## config.mk

```make
export PLATFORM = sky130hd
export DESIGN_NAME = cla_word_serial_adder
export DESIGN_NICKNAME = d
export VERILOG_FILES = /design/src/rtl/cla_word_serial_adder.sv
export SDC_FILE = /design/constraint.sdc
export NUM_CORES = 1
export LEC_CHECK = 0
export CORE_MARGIN = 2
export CORE_UTILIZATION = 48
export DETAILED_ROUTE_END_ITERATION = 8
export GPL_TIMING_DRIVEN = 0
export HOLD_SLACK_MARGIN = 0.08
export PLACE_DENSITY = 0.95
export SLEW_MARGIN = 20
export SYNTH_ARGS = -nofsm -noshare
export SYNTH_HDL_FRONTEND = slang
export SYNTH_HIERARCHICAL = 1
export SYNTH_SLANG_ARGS = --single-unit
```

## constraint.sdc

```tcl
create_clock -name clk -period 6.6 [get_ports clk]
set_input_delay 0.99 -clock clk [delete_from_list [all_inputs] [get_ports clk]]
set_output_delay 0.99 -clock clk [all_outputs]
set_load 0.01 [all_outputs]
```

## src/rtl/cla_word_serial_adder.sv

```systemverilog
// rtl/cla_word_serial_adder.sv - word-serial wide adder sequencing a 16-bit carry-lookahead core
// Optional stat_ops/stat_errs counters are built when CLA_SEQ_STATS_EN is defined.

module look_ahead16bit (
  input  logic [15:0] a,
  input  logic [15:0] b,
  input  logic        cin,
  output logic [15:0] s,
  output logic        cout
);

  logic [15:0] w_p;
  logic [15:0] w_g;
  logic [15:0] w_c;
  logic [3:0]  w_gp;
  logic [3:0]  w_gg;
  logic [4:0]  w_gc;

  assign w_p = a ^ b;
  assign w_g = a & b;

  // Four 4-bit groups; each resolves its internal carries from the group carry-in.
  for (genvar k = 0; k < 4; k++) begin : g_grp
    localparam int B = 4 * k;

    assign w_gp[k] = &w_p[B+3:B];
    assign w_gg[k] = w_g[B+3]
                   | (w_p[B+3] & w_g[B+2])
                   | (w_p[B+3] & w_p[B+2] & w_g[B+1])
                   | (w_p[B+3] & w_p[B+2] & w_p[B+1] & w_g[B]);

    assign w_c[B]   = w_gc[k];
    assign w_c[B+1] = w_g[B] | (w_p[B] & w_gc[k]);
    assign w_c[B+2] = w_g[B+1]
                    | (w_p[B+1] & w_g[B])
                    | (w_p[B+1] & w_p[B] & w_gc[k]);
    assign w_c[B+3] = w_g[B+2]
                    | (w_p[B+2] & w_g[B+1])
                    | (w_p[B+2] & w_p[B+1] & w_g[B])
                    | (w_p[B+2] & w_p[B+1] & w_p[B] & w_gc[k]);
  end

  assign w_gc[0] = cin;
  assign w_gc[1] = w_gg[0] | (w_gp[0] & cin);
  assign w_gc[2] = w_gg[1]
                 | (w_gp[1] & w_gg[0])
                 | (w_gp[1] & w_gp[0] & cin);
  assign w_gc[3] = w_gg[2]
                 | (w_gp[2] & w_gg[1])
                 | (w_gp[2] & w_gp[1] & w_gg[0])
                 | (w_gp[2] & w_gp[1] & w_gp[0] & cin);
  assign w_gc[4] = w_gg[3]
                 | (w_gp[3] & w_gg[2])
                 | (w_gp[3] & w_gp[2] & w_gg[1])
                 | (w_gp[3] & w_gp[2] & w_gp[1] & w_gg[0])
                 | (w_gp[3] & w_gp[2] & w_gp[1] & w_gp[0] & cin);

  assign s    = w_p ^ w_c;
  assign cout = w_gc[4];

endmodule

module cla_word_serial_adder #(
  parameter int MAX_WORDS = 4,
  parameter int CNT_W     = 16
) (
  input  logic        clk,
  input  logic        rst,
  input  logic        in_valid,
  output logic        in_ready,
  input  logic [15:0] in_a,
  input  logic [15:0] in_b,
  input  logic        in_cin,
  input  logic        in_last,
  output logic        out_valid,
  input  logic        out_ready,
  output logic [15:0] out_sum,
  output logic        out_cout,
  output logic        out_last,
  output logic        out_ovf,
  output logic        out_err,
`ifdef CLA_SEQ_STATS_EN
  output logic        busy,
  output logic [CNT_W-1:0] stat_ops,
  output logic [CNT_W-1:0] stat_errs
`else
  output logic        busy
`endif
);

  localparam int CW = (MAX_WORDS > 1) ? $clog2(MAX_WORDS) : 1;
  localparam logic [CW-1:0] LAST_IDX = CW'(MAX_WORDS - 1);

  if (MAX_WORDS < 1 || CNT_W < 1) begin : g_param_check
    $error("cla_word_serial_adder: MAX_WORDS and CNT_W must be positive");
  end

  typedef enum logic {
    ST_FIRST = 1'b0,
    ST_CHAIN = 1'b1
  } state_t;

  state_t          r_state;
  logic            r_carry;
  logic [CW-1:0]   r_cnt;
  logic            r_valid;
  logic [15:0]     r_sum;
  logic            r_cout;
  logic            r_last;
  logic            r_ovf;
  logic            r_err;

  logic [15:0]     w_s;
  logic            w_cout;
  logic            w_cin;
  logic            w_accept;
  logic            w_consume;
  logic            w_term;
  logic            w_forced;
  logic            w_ovf;

  look_ahead16bit u_cla (
    .a    (in_a),
    .b    (in_b),
    .cin  (w_cin),
    .s    (w_s),
    .cout (w_cout)
  );

  // Only the least-significant word takes the external carry; later words chain.
  assign w_cin     = (r_state == ST_FIRST) ? in_cin : r_carry;
  assign in_ready  = !r_valid || out_ready;
  assign w_accept  = in_valid && in_ready;
  assign w_consume = r_valid && out_ready;
  assign w_term    = in_last || (r_cnt == LAST_IDX);
  assign w_forced  = w_term && !in_last;
  assign w_ovf     = w_term && (in_a[15] == in_b[15]) && (w_s[15] != in_a[15]);

  always_ff @(posedge clk) begin
    if (rst) begin
      r_state <= ST_FIRST;
      r_carry <= 1'b0;
      r_cnt   <= '0;
      r_valid <= 1'b0;
      r_sum   <= '0;
      r_cout  <= 1'b0;
      r_last  <= 1'b0;
      r_ovf   <= 1'b0;
      r_err   <= 1'b0;
    end else if (w_accept) begin
      r_valid <= 1'b1;
      r_sum   <= w_s;
      r_cout  <= w_cout;
      r_last  <= w_term;
      r_ovf   <= w_ovf;
      r_err   <= w_forced;
      if (w_term) begin
        r_state <= ST_FIRST;
        r_carry <= 1'b0;
        r_cnt   <= '0;
      end else begin
        r_state <= ST_CHAIN;
        r_carry <= w_cout;
        r_cnt   <= r_cnt + CW'(1);
      end
    end else if (w_consume) begin
      r_valid <= 1'b0;
    end
  end

  assign out_valid = r_valid;
  assign out_sum   = r_sum;
  assign out_cout  = r_cout;
  assign out_last  = r_last;
  assign out_ovf   = r_ovf;
  assign out_err   = r_err;
  assign busy      = (r_state == ST_CHAIN);

`ifdef CLA_SEQ_STATS_EN
  logic [CNT_W-1:0] r_stat_ops;
  logic [CNT_W-1:0] r_stat_errs;

  always_ff @(posedge clk) begin
    if (rst) begin
      r_stat_ops  <= '0;
      r_stat_errs <= '0;
    end else if (w_accept) begin
      if (w_term)   r_stat_ops  <= r_stat_ops + CNT_W'(1);
      if (w_forced) r_stat_errs <= r_stat_errs + CNT_W'(1);
    end
  end

  assign stat_ops  = r_stat_ops;
  assign stat_errs = r_stat_errs;
`endif

endmodule

```

==> impl_summary.txt <==
----------------------------------------------------
[Outcome]
  Result of the run ... finished, final reports clean

[Power]
  Power per cell area ... 169 mW/mm^2
  Leak ... 0.000912 uW
  Maximum resistive drop on vdd ... 0.125 mV

[Routing]
  Total iterations of the first detailed-routing run ... 4
  Number of vias in the routed layout ... 1,642
  Post-DRT Antenna Nets ... 0
  Total routed wirelength ... 3980 um
  DRT iter0 DRCs ... 109
  Count of unresolved DRC violations after routing ... 0
  Routed vias/inst ... 5.49
  DR WL/cell ... 13.3 um

[Clocking]
  Clock input transition at the sequential cells of the worst setup and hold paths ... 140 ps
  CTS-repair resized insts ... 0
  CTS tree ... done
  Post-CTS Hold Fix Bufs ... 0
  Worst-Skew Late Latency ... 330 ps
  Number of buffers inserted to repair setup after CTS ... 0
  TritonCTS Buffers ... 3
  Sinks on Clock Net ... 25
  H-tree depth reported by CTS ... 1
  Master cell of the clock root buffer ... sky130_fd_sc_hd__clkbuf_4
  Maximum buffer depth of the clock tree ... 2

[Worst setup path]
  Type of the worst setup path ... in2out
  WP data required ... 5610 ps
  Critical-path maximum fanout ... 10
  CP Capture Type ... primary output
  Worst path arrival time ... 2770 ps
  Launching element type of the critical path ... primary input

[Die]
  Die ar. ... 0.00386 mm^2
  Die Span X ... 62.1 um
  Area of the core ... 0.00328 mm^2
  IO Count ... 61
  Standard-cell row count ... 21
  Effective utilization at floorplan ... 49.4%
  Die boundary height ... 62.1 um

[Yosys]
  Register area share after synthesis ... 30.8%
  Simple-Gate Fraction of Synth Area ... 12.6%
  Mapped cell area ... 0.00162 mm^2
  Nets in the synthesized netlist ... 250
  Register bit total from synthesis ... 25
  Xor/xnor cell area share of the yosys netlist ... 5.94%
  Complex-gate fraction of the synthesized area ... 27.3%
  Yosys warnings ... 6
  Number of cells produced by synthesis ... 191
  Primary FF master, synth ... sky130_fd_sc_hd__dfxtp_1
  Mux share of post-synthesis cell area ... 0.694%
  Distinct cell type count of the synthesized netlist ... 35
  Mean post-synth cell area ... 8.50 um^2
  Number of flops mapped to enable cells by yosys ... 0
  Dominant combinational cell family by area after synthesis ... compound AO/OA/AOI/OAI gates
  Post-synthesis adder-cell area fraction ... 18.0%
  Post-synth ARST share ... 0%

[Global routing]
  GR Util All Layers ... 21.3%
  Via count of the first global-routing pass ... 1,561
  Antenna violations before repair ... 0
  Wire length of the first global-routing pass ... 6800 um
  Met2 Usage GRT ... 35.3%
  Overflow after GRT ... 0
  GRT met1 Usage ... 26.9%
  Pin count of the biggest net entering global routing ... 16
  Met3 Use GR ... 5.80%
  Layer carrying the most global-route usage ... met2

[Timing]
  Max Fclk ... 266 MHz
  Max-slew headroom ... 66.2%
  Final-report hold violation count ... 0
  Layout Skew ... 14.4 ps
  Setup total negative slack ... 0 ps
  RSZ-0062 raised after global routing ... no
  Worst Hold Slack ... 485 ps
  Tmin final ... 3760 ps
  Crit share post-route ... 57.0%
  Number of pins with negative max-slew slack in the final report ... 0
  Worst Max-Slew Pin Slew ... 506 ps
  Total setup violations reported at the end of the flow ... 0

[Final layout]
  Count of nets after finishing ... 313
  Fraction of final layout cells sized beyond drive strength 1 ... 5.14%
  Leading cell types in the layout, fill and taps excluded ... sky130_fd_sc_hd__clkdlybuf4s50_1, sky130_fd_sc_hd__a21oi_1, sky130_fd_sc_hd__o21ai_0
  Fill cell instance count of the final layout ... 233
  Final antenna diode count ... 0
  Area growth from synthesis to final layout ... 41.2%
  Most common library cell in the layout ignoring fill and taps ... sky130_fd_sc_hd__clkdlybuf4s50_1

[Placed design]
  Detailed Place HPWL ... 3150 um
  Total of buffers placed on input and output ports ... 58
  RePlAce Congestion ... 0.914

[Min path]
  Worst min path class ... reg2reg

[Flow run]
  Max Cap Viol ... 0

----------------------------------------------------
area by class of cell:
type                    count  area [um^2]  share of cell area [%]
inverters                   7         26.3                    1.15
clock buffers               3         22.5                   0.983
repair buffers             58          581                    25.3
plain buffers              12         48.8                    2.13
well taps                  46         57.6                    2.51
clock inverters             1         7.51                   0.328
flip-flops and latches     25          500                    21.8
multi-input cells         147         1050                    45.7
state kept, by name, indices dropped and copies added (netlist names):
register and flops:
r_cnt 2, out_ovf 1, out_err 1, out_last 1, busy 1, r_carry 1, out_sum 16, out_valid 1
out_cout 1
per-stage QoR:
step / area [um^2] / util (%) / instances / setup WS (ps) / total power [uW]
final: 2290 / 69.8 / 299 / 2840 / 386
after detailed placement: 2260 / 68.8 / 295 / 2570 / 319
after floorplan: 1620 / - / 191 / 3190 / 255
after CTS: 2290 / 69.8 / 299 / 2850 / 386
after global placement: 2260 / 68.8 / 295 / 2590 / 315
after global routing: 2290 / 69.8 / 299 / 2760 / 412
worst max-delay path, cell delays in order:
cell	delay [ps]
sky130_fd_sc_hd__clkdlybuf4s50_1	390
sky130_fd_sc_hd__and2b_1	350
sky130_fd_sc_hd__clkinv_1	270
sky130_fd_sc_hd__buf_2	260
sky130_fd_sc_hd__clkdlybuf4s50_1	510
synthesized netlist by cell type, drive strengths merged (4+ instances only):
| master | number | area, um^2 |
|---|---|---|
| a21o | 8 | 60.1 |
| a21oi | 31 | 155 |
| buf | 6 | 26.3 |
| clkbuf | 6 | 22.5 |
| dfxtp | 25 | 500 |
| fa | 4 | 80.1 |
| ha | 17 | 213 |
| inv | 6 | 22.5 |
| nand3 | 18 | 90.1 |
| nor2 | 6 | 22.5 |
| o21ai | 28 | 140 |
| xnor2 | 6 | 52.6 |
| xor2 | 5 | 43.8 |
path summary, 6_finish.rpt:
check / startpoint / end / slack, ps / depth (start not counted)
setup / recovery: out_ready / in_ready / 2840 / 5
hold / removal: out_err / out_err / 480 / 2
setup reg to reg: busy / out_ovf / 3610 / 10
hold reg to reg: out_err / out_err / 480 / 2
power by group:
part / switching [uW] / leakage (uW) / internal (uW)
sequential: 5.90 / 0.000205 / 163
combinational: 68.1 / 0.000693 / 79.2
clock: 46.3 / 0.0000139 / 23.2
total: 120 / 0.000912 / 266
layer usage:
layer | share of wire, % | routed length (um)
met1 | 44 | 1750
met2 | 50 | 1970
met3 | 5.2 | 205
met4 | 1.2 | 46
met5 | 0 | 0
kinds of logic after synthesis:
| logic type | count (synthesis) |
|---|---|
| AOI/OAI and AO/OA | 76 |
| and+or+nand+nor | 38 |
| DFF | 25 |
| adders and majority gates | 21 |
| buffers and inverters | 19 |
| xor gates and xnor gates | 11 |
| muxes | 1 |
No activity file was read; power rests on OpenSTA's default activity.
